==> config.mk <==
export PLATFORM = sky130hd
export DESIGN_NAME = ctrl_seq_unit_flat
export DESIGN_NICKNAME = d
export VERILOG_FILES = /design/src/rtl/ctrl_seq_unit_pkg.sv /design/src/rtl/ctrl_seq_unit_if.sv /design/src/rtl/ctrl_seq_unit_ras.sv /design/src/rtl/ctrl_seq_unit.sv /design/src/flat_wrapper.sv
export SDC_FILE = /design/constraint.sdc
export NUM_CORES = 1
export LEC_CHECK = 0
export ABC_AREA = 1
export BUFFER_PORTS_ARGS = -buffer_cell sky130_fd_sc_hd__buf_2
export CORE_UTILIZATION = 55
export DETAILED_ROUTE_END_ITERATION = 7
export PLACE_DENSITY = 0.87
export SLEW_MARGIN = 0
export SYNTH_ARGS = -nofsm -noshare
export SYNTH_HDL_FRONTEND = slang
export SYNTH_HIERARCHICAL = 1
export SYNTH_SLANG_ARGS = --single-unit
==> constraint.sdc <==
create_clock -name clk -period 5.5 [get_ports clk]
set_clock_uncertainty 0.05 [all_clocks]
set_input_delay 1.65 -clock clk [delete_from_list [all_inputs] [get_ports clk]]
set_output_delay 1.65 -clock clk [all_outputs]
set_load 0.02 [all_outputs]
==> src/rtl/ctrl_seq_unit_pkg.sv <==
// Shared opcodes, sequencer states and instruction field offsets.
// Field offsets are LSB positions within {op,dc,s1c,s2c,dst,s1,s2}.
package ctrl_seq_pkg;

  localparam int OP_NOP  = 0;
  localparam int OP_JMP  = 1;
  localparam int OP_JZ   = 2;
  localparam int OP_JNZ  = 3;
  localparam int OP_CALL = 4;
  localparam int OP_RET  = 5;
  localparam int OP_HALT = 6;
  localparam int OP_PUSH = 7;
  localparam int OP_POP  = 8;
  localparam int OP_ALU  = 16;

  typedef enum logic [1:0] {
    FETCH,
    EXEC,
    HALT,
    FAULT
  } state_t;

  function automatic int src1_lsb(int vw);
    return vw;
  endfunction

  function automatic int dst_lsb(int vw);
    return 2 * vw;
  endfunction

  function automatic int s2c_lsb(int vw);
    return 3 * vw;
  endfunction

  function automatic int s1c_lsb(int vw);
    return 3 * vw + 2;
  endfunction

  function automatic int dc_lsb(int vw);
    return 3 * vw + 4;
  endfunction

  function automatic int opc_lsb(int vw);
    return 3 * vw + 6;
  endfunction

  function automatic int instr_width(int ow, int vw);
    return ow + 6 + 3 * vw;
  endfunction

endpackage

==> src/rtl/ctrl_seq_unit_if.sv <==
// Fetch bus between sequencer (master) and program memory (slave).
// pc/fetch_req go to memory; instr/instr_valid come back.
interface ctrl_seq_unit_if
  import ctrl_seq_pkg::*;
#(
  parameter int PC_WIDTH    = 8,
  parameter int INSTR_WIDTH = instr_width(6, 8)
);
  logic [PC_WIDTH-1:0]    pc;
  logic                   fetch_req;
  logic [INSTR_WIDTH-1:0] instr;
  logic                   instr_valid;

  modport master (
    output pc,
    output fetch_req,
    input  instr,
    input  instr_valid
  );

  modport slave (
    input  pc,
    input  fetch_req,
    output instr,
    output instr_valid
  );
endinterface

==> src/rtl/ctrl_seq_unit_ras.sv <==
// Return-address LIFO: push/pop/full/empty from an occupancy count.
// dout is the current top entry (combinational).
module ret_addr_stack #(
  parameter int PC_WIDTH  = 8,
  parameter int RAS_DEPTH = 8
) (
  input  logic                clk,
  input  logic                rst,
  input  logic                push_en,
  input  logic                pop_en,
  input  logic [PC_WIDTH-1:0] din,
  output logic [PC_WIDTH-1:0] dout,
  output logic                full,
  output logic                empty
);
  localparam int AW = $clog2(RAS_DEPTH);

  logic [PC_WIDTH-1:0] r_mem [RAS_DEPTH];
  logic [AW:0]         r_cnt;
  logic [AW-1:0]       w_wr_idx;
  logic [AW-1:0]       w_top_idx;

  assign w_wr_idx  = r_cnt[AW-1:0];
  assign w_top_idx = w_wr_idx - AW'(1);
  // Depth is a power of two, so count==DEPTH is exactly the MSB.
  assign full      = r_cnt[AW];
  assign empty     = (r_cnt == '0);
  assign dout      = r_mem[w_top_idx];

  always_ff @(posedge clk or posedge rst) begin
    if (rst) begin
      r_cnt <= '0;
    end else if (push_en && !full) begin
      r_cnt <= r_cnt + 1'b1;
    end else if (pop_en && !empty) begin
      r_cnt <= r_cnt - 1'b1;
    end
  end

  always_ff @(posedge clk) begin
    if (push_en && !full) begin
      r_mem[w_wr_idx] <= din;
    end
  end
endmodule

==> src/rtl/ctrl_seq_unit.sv <==
// Fetch/decode/PC sequencer with branches, CALL/RET, HALT, fault.
// Ports: clk, rst, fbus (fetch master), zero_flag, decoded outputs.
module ctrl_seq_unit
  import ctrl_seq_pkg::*;
#(
  parameter  int OPCODE_WIDTH = 6,
  parameter  int VALUE_WIDTH  = 8,
  parameter  int PC_WIDTH     = 8,
  parameter  int RAS_DEPTH    = 8,
  localparam int INSTR_WIDTH  = OPCODE_WIDTH + 6 + 3 * VALUE_WIDTH
) (
  input  logic                    clk,
  input  logic                    rst,
  ctrl_seq_unit_if.master         fbus,
  input  logic                    zero_flag,
  output logic [OPCODE_WIDTH-1:0] op_code,
  output logic [VALUE_WIDTH-1:0]  source1,
  output logic [VALUE_WIDTH-1:0]  source2,
  output logic [VALUE_WIDTH-1:0]  destination,
  output logic [1:0]              source1_choice,
  output logic [1:0]              source2_choice,
  output logic [1:0]              destination_choice,
  output logic                    exec_valid,
  output logic                    push,
  output logic                    pop,
  output logic                    halted,
  output logic                    fault
);
  localparam int S1_LSB  = src1_lsb(VALUE_WIDTH);
  localparam int DST_LSB = dst_lsb(VALUE_WIDTH);
  localparam int S2C_LSB = s2c_lsb(VALUE_WIDTH);
  localparam int S1C_LSB = s1c_lsb(VALUE_WIDTH);
  localparam int DC_LSB  = dc_lsb(VALUE_WIDTH);
  localparam int OPC_LSB = opc_lsb(VALUE_WIDTH);

  typedef logic [OPCODE_WIDTH-1:0] opc_t;

  state_t             r_state;
  logic [PC_WIDTH-1:0] r_pc;
  logic               r_fetch_req;
  logic               r_exec_valid;
  logic               r_push;
  logic               r_pop;
  logic               r_halted;
  logic               r_fault;
  opc_t               r_op;
  logic [VALUE_WIDTH-1:0] r_src1;
  logic [VALUE_WIDTH-1:0] r_src2;
  logic [VALUE_WIDTH-1:0] r_dst;
  logic [1:0]         r_s1c;
  logic [1:0]         r_s2c;
  logic [1:0]         r_dc;

  opc_t                w_op_in;
  logic [PC_WIDTH-1:0] w_pc_inc;
  logic [PC_WIDTH-1:0] w_tgt;
  logic [PC_WIDTH-1:0] w_pc_nxt;
  logic [PC_WIDTH-1:0] w_ras_top;
  logic w_ras_full;
  logic w_ras_empty;
  logic w_in_exec;
  logic w_is_jmp;
  logic w_is_jz;
  logic w_is_jnz;
  logic w_is_call;
  logic w_is_ret;
  logic w_is_halt;
  logic w_ovf;
  logic w_unf;
  logic w_ras_push;
  logic w_ras_pop;

  assign w_op_in   = fbus.instr[OPC_LSB +: OPCODE_WIDTH];
  assign w_in_exec = (r_state == EXEC);
  assign w_is_jmp  = (r_op == opc_t'(OP_JMP));
  assign w_is_jz   = (r_op == opc_t'(OP_JZ));
  assign w_is_jnz  = (r_op == opc_t'(OP_JNZ));
  assign w_is_call = (r_op == opc_t'(OP_CALL));
  assign w_is_ret  = (r_op == opc_t'(OP_RET));
  assign w_is_halt = (r_op == opc_t'(OP_HALT));

  assign w_pc_inc = r_pc + PC_WIDTH'(1);
  assign w_tgt    = PC_WIDTH'({r_src1, r_dst});
  assign w_ovf    = w_is_call && w_ras_full;
  assign w_unf    = w_is_ret && w_ras_empty;

  // Strobes only while executing, so reset mid-EXEC commits nothing.
  assign w_ras_push = w_in_exec && w_is_call && !w_ras_full;
  assign w_ras_pop  = w_in_exec && w_is_ret && !w_ras_empty;

  always_comb begin
    w_pc_nxt = w_pc_inc;
    unique case (1'b1)
      w_is_jmp:  w_pc_nxt = w_tgt;
      w_is_jz:   if (zero_flag) w_pc_nxt = w_tgt;
      w_is_jnz:  if (!zero_flag) w_pc_nxt = w_tgt;
      w_is_call: w_pc_nxt = w_tgt;
      w_is_ret:  w_pc_nxt = w_ras_top;
      w_is_halt: w_pc_nxt = r_pc;
      default:   w_pc_nxt = w_pc_inc;
    endcase
  end

  ret_addr_stack #(
    .PC_WIDTH  (PC_WIDTH),
    .RAS_DEPTH (RAS_DEPTH)
  ) u_ras (
    .clk     (clk),
    .rst     (rst),
    .push_en (w_ras_push),
    .pop_en  (w_ras_pop),
    .din     (w_pc_inc),
    .dout    (w_ras_top),
    .full    (w_ras_full),
    .empty   (w_ras_empty)
  );

  always_ff @(posedge clk or posedge rst) begin
    if (rst) begin
      r_state      <= FETCH;
      r_pc         <= '0;
      r_fetch_req  <= 1'b1;
      r_exec_valid <= 1'b0;
      r_push       <= 1'b0;
      r_pop        <= 1'b0;
      r_halted     <= 1'b0;
      r_fault      <= 1'b0;
      r_op         <= '0;
      r_src1       <= '0;
      r_src2       <= '0;
      r_dst        <= '0;
      r_s1c        <= '0;
      r_s2c        <= '0;
      r_dc         <= '0;
    end else begin
      r_exec_valid <= 1'b0;
      r_push       <= 1'b0;
      r_pop        <= 1'b0;
      unique case (r_state)
        FETCH: begin
          if (fbus.instr_valid) begin
            r_state      <= EXEC;
            r_fetch_req  <= 1'b0;
            r_exec_valid <= 1'b1;
            r_push <= (w_op_in == opc_t'(OP_PUSH));
            r_pop  <= (w_op_in == opc_t'(OP_POP));
            r_op   <= w_op_in;
            r_src2 <= fbus.instr[0 +: VALUE_WIDTH];
            r_src1 <= fbus.instr[S1_LSB +: VALUE_WIDTH];
            r_dst  <= fbus.instr[DST_LSB +: VALUE_WIDTH];
            r_s2c  <= fbus.instr[S2C_LSB +: 2];
            r_s1c  <= fbus.instr[S1C_LSB +: 2];
            r_dc   <= fbus.instr[DC_LSB +: 2];
          end
        end
        EXEC: begin
          if (w_ovf || w_unf) begin
            r_state <= FAULT;
            r_fault <= 1'b1;
          end else if (w_is_halt) begin
            r_state  <= HALT;
            r_halted <= 1'b1;
          end else begin
            r_state     <= FETCH;
            r_fetch_req <= 1'b1;
            r_pc        <= w_pc_nxt;
          end
        end
        HALT, FAULT: ;
      endcase
    end
  end

  assign fbus.pc            = r_pc;
  assign fbus.fetch_req     = r_fetch_req;
  assign op_code            = r_op;
  assign source1            = r_src1;
  assign source2            = r_src2;
  assign destination        = r_dst;
  assign source1_choice     = r_s1c;
  assign source2_choice     = r_s2c;
  assign destination_choice = r_dc;
  assign exec_valid         = r_exec_valid;
  assign push               = r_push;
  assign pop                = r_pop;
  assign halted             = r_halted;
  assign fault              = r_fault;
endmodule

==> src/flat_wrapper.sv <==
// flat-port wrapper written by rule: the top's interface ports become plain ports
module ctrl_seq_unit_flat import ctrl_seq_pkg::*;
#(
  parameter  int OPCODE_WIDTH = 6,
  parameter  int VALUE_WIDTH  = 8,
  parameter  int PC_WIDTH     = 8,
  parameter  int RAS_DEPTH    = 8,
  localparam int INSTR_WIDTH  = OPCODE_WIDTH + 6 + 3 * VALUE_WIDTH
)
  (clk, rst, zero_flag, op_code, source1, source2, destination, source1_choice, source2_choice, destination_choice, exec_valid, push, pop, halted, fault, fbus_pc, fbus_fetch_req, fbus_instr, fbus_instr_valid);
  ctrl_seq_unit_if #(.PC_WIDTH(PC_WIDTH)) fbus_i ();
  input  logic clk;
  input  logic rst;
  input  logic zero_flag;
  output logic [OPCODE_WIDTH-1:0] op_code;
  output logic [VALUE_WIDTH-1:0] source1;
  output logic [VALUE_WIDTH-1:0] source2;
  output logic [VALUE_WIDTH-1:0] destination;
  output logic [1:0] source1_choice;
  output logic [1:0] source2_choice;
  output logic [1:0] destination_choice;
  output logic exec_valid;
  output logic push;
  output logic pop;
  output logic halted;
  output logic fault;
  output wire logic [$bits(fbus_i.pc)-1:0] fbus_pc;
  output wire logic [$bits(fbus_i.fetch_req)-1:0] fbus_fetch_req;
  input wire logic [$bits(fbus_i.instr)-1:0] fbus_instr;
  input wire logic [$bits(fbus_i.instr_valid)-1:0] fbus_instr_valid;
  assign fbus_pc = fbus_i.pc;
  assign fbus_fetch_req = fbus_i.fetch_req;
  assign fbus_i.instr = fbus_instr;
  assign fbus_i.instr_valid = fbus_instr_valid;
  ctrl_seq_unit #(.OPCODE_WIDTH(OPCODE_WIDTH), .VALUE_WIDTH(VALUE_WIDTH), .PC_WIDTH(PC_WIDTH), .RAS_DEPTH(RAS_DEPTH)) u_core (.clk(clk), .rst(rst), .fbus(fbus_i), .zero_flag(zero_flag), .op_code(op_code), .source1(source1), .source2(source2), .destination(destination), .source1_choice(source1_choice), .source2_choice(source2_choice), .destination_choice(destination_choice), .exec_valid(exec_valid), .push(push), .pop(pop), .halted(halted), .fault(fault));
endmodule
==> flow_summary.toml <==
[detailed_routing]
vias = 4885
routed_wl_um = 14000
wl_per_cell_um = 15.4
detail_route.first_pass.iterations = 5
detail-route-antenna-nets = 0
drt-initial-drc-count = 386
drt-vias-per-instance = 5.35
detail_route.drc_violations = 0

[critical_path]
end_kind = "flip-flop"
timing.critical_path.buf_inv = 3
worstSetupPathType = "reg -> reg"
worstPathArrival_ns = 3.41
critical_path.max_stage_delay_ns = 0.73
timing.critical_path.fanout_max = 38
worst_setup_path_start_kind = "flip-flop"
crit_path_cell_trace = "buf_4 > inv_8 > ha_1 > clkinv_2 > nand2_1 > nand2_1 > nand2_1 > nand2_1 > nand2_1 > and2_1 > nand3_1 > nand2_1 > nand2_1"
crit_top_cell = "sky130_fd_sc_hd__nand2_1"
cp_data_required_time_ns = 5.87
crit_path_top_delay_cell = "sky130_fd_sc_hd__ha_1"
critical_path.top_delay_family = "buffers and inverters"

[layout]
combined_area_of_the_multi_input_logic_cells_um2 = 2170
design_area_final_um2 = 6890
antenna_cells_inserted = 0
mostFrequentLayoutCell = "sky130_fd_sc_hd__nand2_1"
fill_cells = 783
area_growth_pct = 18.1
commonest_cells_after_routing_fill_and_taps_aside = "333 x sky130_fd_sc_hd__nand2_1, 89 x sky130_fd_sc_hd__buf_2, 64 x sky130_fd_sc_hd__edfxtp_1"
design.final.nets = 809
layout-drive-gt1-share_pct = 19.8
fin_cells = 913
ff_latch_area_um2 = 3320
final_core_util_pct = 66.7

[timing]
fin_crit_sh_pct = 55.4
worst_pin_slew_ns = 1.10
unrepaired_setup_endpoints_after_global_routing = "false"
setup_total_negative_slack_ns = 0
layout_setup_ws_ns = 2.46
setup_violations = 0
final-max-slew-violation-count = 0
hold_viol_final = 0
max_freq_mhz = 328
slew_headroom_pct = 26.9
fin_crit_ns = 3.04

[logic_synthesis]
synth_edf_count = 64
yosysSeqAreaShare_pct = 57.0
synthArstFlopShare_pct = 46.7
avgSynthCellArea_um2 = 8.66
yosys_warnings = 6
ys_types = 41
postSynthRegisterBits = 120
synth_cells = 674
synth_flop_cell = "sky130_fd_sc_hd__edfxtp_1"
synth_area_um2 = 5830
synth_nets = 719

[clock_tree]
root_buf_cell = "sky130_fd_sc_hd__clkbuf_8"
cts.hold.buffers_added = 0
postCtsSetupBuffers = 0
cts-root-to-sink-buffers = 2
clk_latency_ns = 0.53
clkSlewWorstSetupHoldPaths_ns = 0.06
resized_cells_post_cts = 0
cts.sinks = 120
clock_tree_from_tritoncts = "yes"
count_of_h_tree_levels_built_during_cts = 4
tritoncts_buffers = 17

[die]
placementRows = 37
initial_util_pct = 56.5
core_region_area_um2 = 10300
dieHeight_um = 105
floorplan.die_area_um2 = 11000
die_w_um = 105
io-pin-count = 90

[placed_design]
place.detailed.hpwl_um = 9580
globalplace.congestion = 0.856
numPlacedInstances = 881
numPortBuffers = 89
place_worst_setup_slack_ns = 2.15
placed_area_um2 = 6300

[power]
cellInternalPower_mw = 2.46
pwr-share-seq_pct = 33.0
total_leakage_power_nw = 3.38
areal_power_density_over_the_cells_nw_per_um2 = 625
pwr-share-comb_pct = 41.8
ir_drop_mv = 0.398
sw_frac_of_total_pct = 42.8
pwr-share-clk_pct = 25.3
power.switching_mw = 1.84

[grt]
grt_max_degree = 53
grtUsageTotal_pct = 27.0
overflow = 0
via_count_of_the_first_global_routing_pass = 4675
grt_pass1_wl_um = 22600
antenna_found_initial = 0

[run]
maxCapViolCount = 0

[status]
outcome = "complete, no violations"

[hold_path]
min_path_type = "reg -> reg"
[flip-flops by register name, summed over array words and instances (netlist names), 2 cells and up]
register and count:
u_core/r_state 2, u_core/source1 8, u_core/destination 8, u_core/op_code 6, u_core/u_ras/r_mem 64, u_core/fbus.pc 8
u_core/source2 8, u_core/source1_choice 2, u_core/u_ras/r_cnt 4, u_core/destination_choice 2, u_core/source2_choice 2
[worst register-to-register path, cell delays in order, from the launching register on]
cell,delay (ns)
sky130_fd_sc_hd__dfrtp_1,0.32
sky130_fd_sc_hd__buf_4,0.38
sky130_fd_sc_hd__inv_8,0.19
sky130_fd_sc_hd__ha_1,0.74
sky130_fd_sc_hd__clkinv_2,0.40
sky130_fd_sc_hd__nand2_1,0.19
sky130_fd_sc_hd__nand2_1,0.08
sky130_fd_sc_hd__nand2_1,0.08
sky130_fd_sc_hd__nand2_1,0.07
sky130_fd_sc_hd__nand2_1,0.09
sky130_fd_sc_hd__and2_1,0.13
sky130_fd_sc_hd__nand3_1,0.08
sky130_fd_sc_hd__nand2_1,0.10
sky130_fd_sc_hd__nand2_1,0.06
[per-layer routing]
layer	part of all wire, %	GRT usage, %
met1	40	32.3
met2	50	47.0
met3	8.3	6.36
met4	1.8	10.9
met5	0	0
[final cells by class]
cell class | count | share of cell area (%)
multi-input combinational | 492 | 31.6
timing repair buffer | 91 | 6.68
clock inverter | 7 | 1.29
inverter | 42 | 2.52
sequential | 120 | 48.3
tap | 136 | 2.47
clock buffer | 25 | 7.21
[cell usage after synthesis, types with 2 or more instances]
library cell | number | area (um^2)
sky130_fd_sc_hd__clkbuf_1 | 3 | 11.3
sky130_fd_sc_hd__nand4_1 | 4 | 25.0
sky130_fd_sc_hd__inv_1 | 31 | 116
sky130_fd_sc_hd__ha_1 | 4 | 50.1
sky130_fd_sc_hd__buf_2 | 6 | 30.0
sky130_fd_sc_hd__a21oi_1 | 9 | 45.0
sky130_fd_sc_hd__edfxtp_1 | 64 | 1920
sky130_fd_sc_hd__nor2_2 | 9 | 56.3
sky130_fd_sc_hd__nor2_8 | 2 | 40.0
sky130_fd_sc_hd__o21ai_1 | 10 | 50.1
sky130_fd_sc_hd__nand3_1 | 21 | 105
sky130_fd_sc_hd__nand2_4 | 2 | 22.5
sky130_fd_sc_hd__nand3_2 | 4 | 40.0
sky130_fd_sc_hd__nor3_1 | 3 | 15.0
sky130_fd_sc_hd__o211ai_1 | 3 | 22.5
sky130_fd_sc_hd__inv_2 | 6 | 22.5
sky130_fd_sc_hd__nor2_1 | 52 | 195
sky130_fd_sc_hd__o21ai_0 | 22 | 110
sky130_fd_sc_hd__buf_8 | 2 | 30.0
sky130_fd_sc_hd__dfrtp_1 | 55 | 1380
sky130_fd_sc_hd__and2_1 | 2 | 12.5
sky130_fd_sc_hd__buf_6 | 7 | 78.8
sky130_fd_sc_hd__nor2_4 | 3 | 33.8
sky130_fd_sc_hd__nand2_1 | 333 | 1250
[cell families after synthesis]
group	count (synthesis)	synth area share, %
xor+xnor	1	0.150
simple gates	439	31.7
buf+inv	62	5.75
flops	120	57.0
compound gates	47	4.27
fa+ha+maj	5	1.20
[power by group through the flow]
stage | combinational [mW] | clock, mW | sequential, mW
CTS | 1.79 | 1.09 | 1.42
global route | 1.97 | 1.14 | 1.45
detailed placement | 1.77 | 0 | 1.43
floorplan | 1.13 | 0 | 1.60
global placement | 1.72 | 0 | 1.42
finish | 1.80 | 1.09 | 1.42
[worst paths after layout]
path	startpoint	slack, ns	end	cells past startpoint
min	u_core/fault	0.42	u_core/fault	1
max	u_core/u_ras/r_cnt[0]	2.46	u_core/fbus.pc[3]	13
max in group asynchronous	rst	3.38	u_core/fbus.pc[2]	2
max reg2reg	u_core/u_ras/r_cnt[0]	2.46	u_core/fbus.pc[3]	13
min in group asynchronous	rst	0.98	u_core/u_ras/r_cnt[1]	2
min reg2reg	u_core/fault	0.42	u_core/fault	1
[metrics by stage]
step                      power (mW)  hold slack, ns
final                           4.31           0.417
after global routing            4.56           0.445
after CTS                       4.30           0.416
after detailed placement        3.20           0.401
after global placement          3.13           0.389
after floorplan                 2.73           0.417
Power figures use the tool's default switching activity.
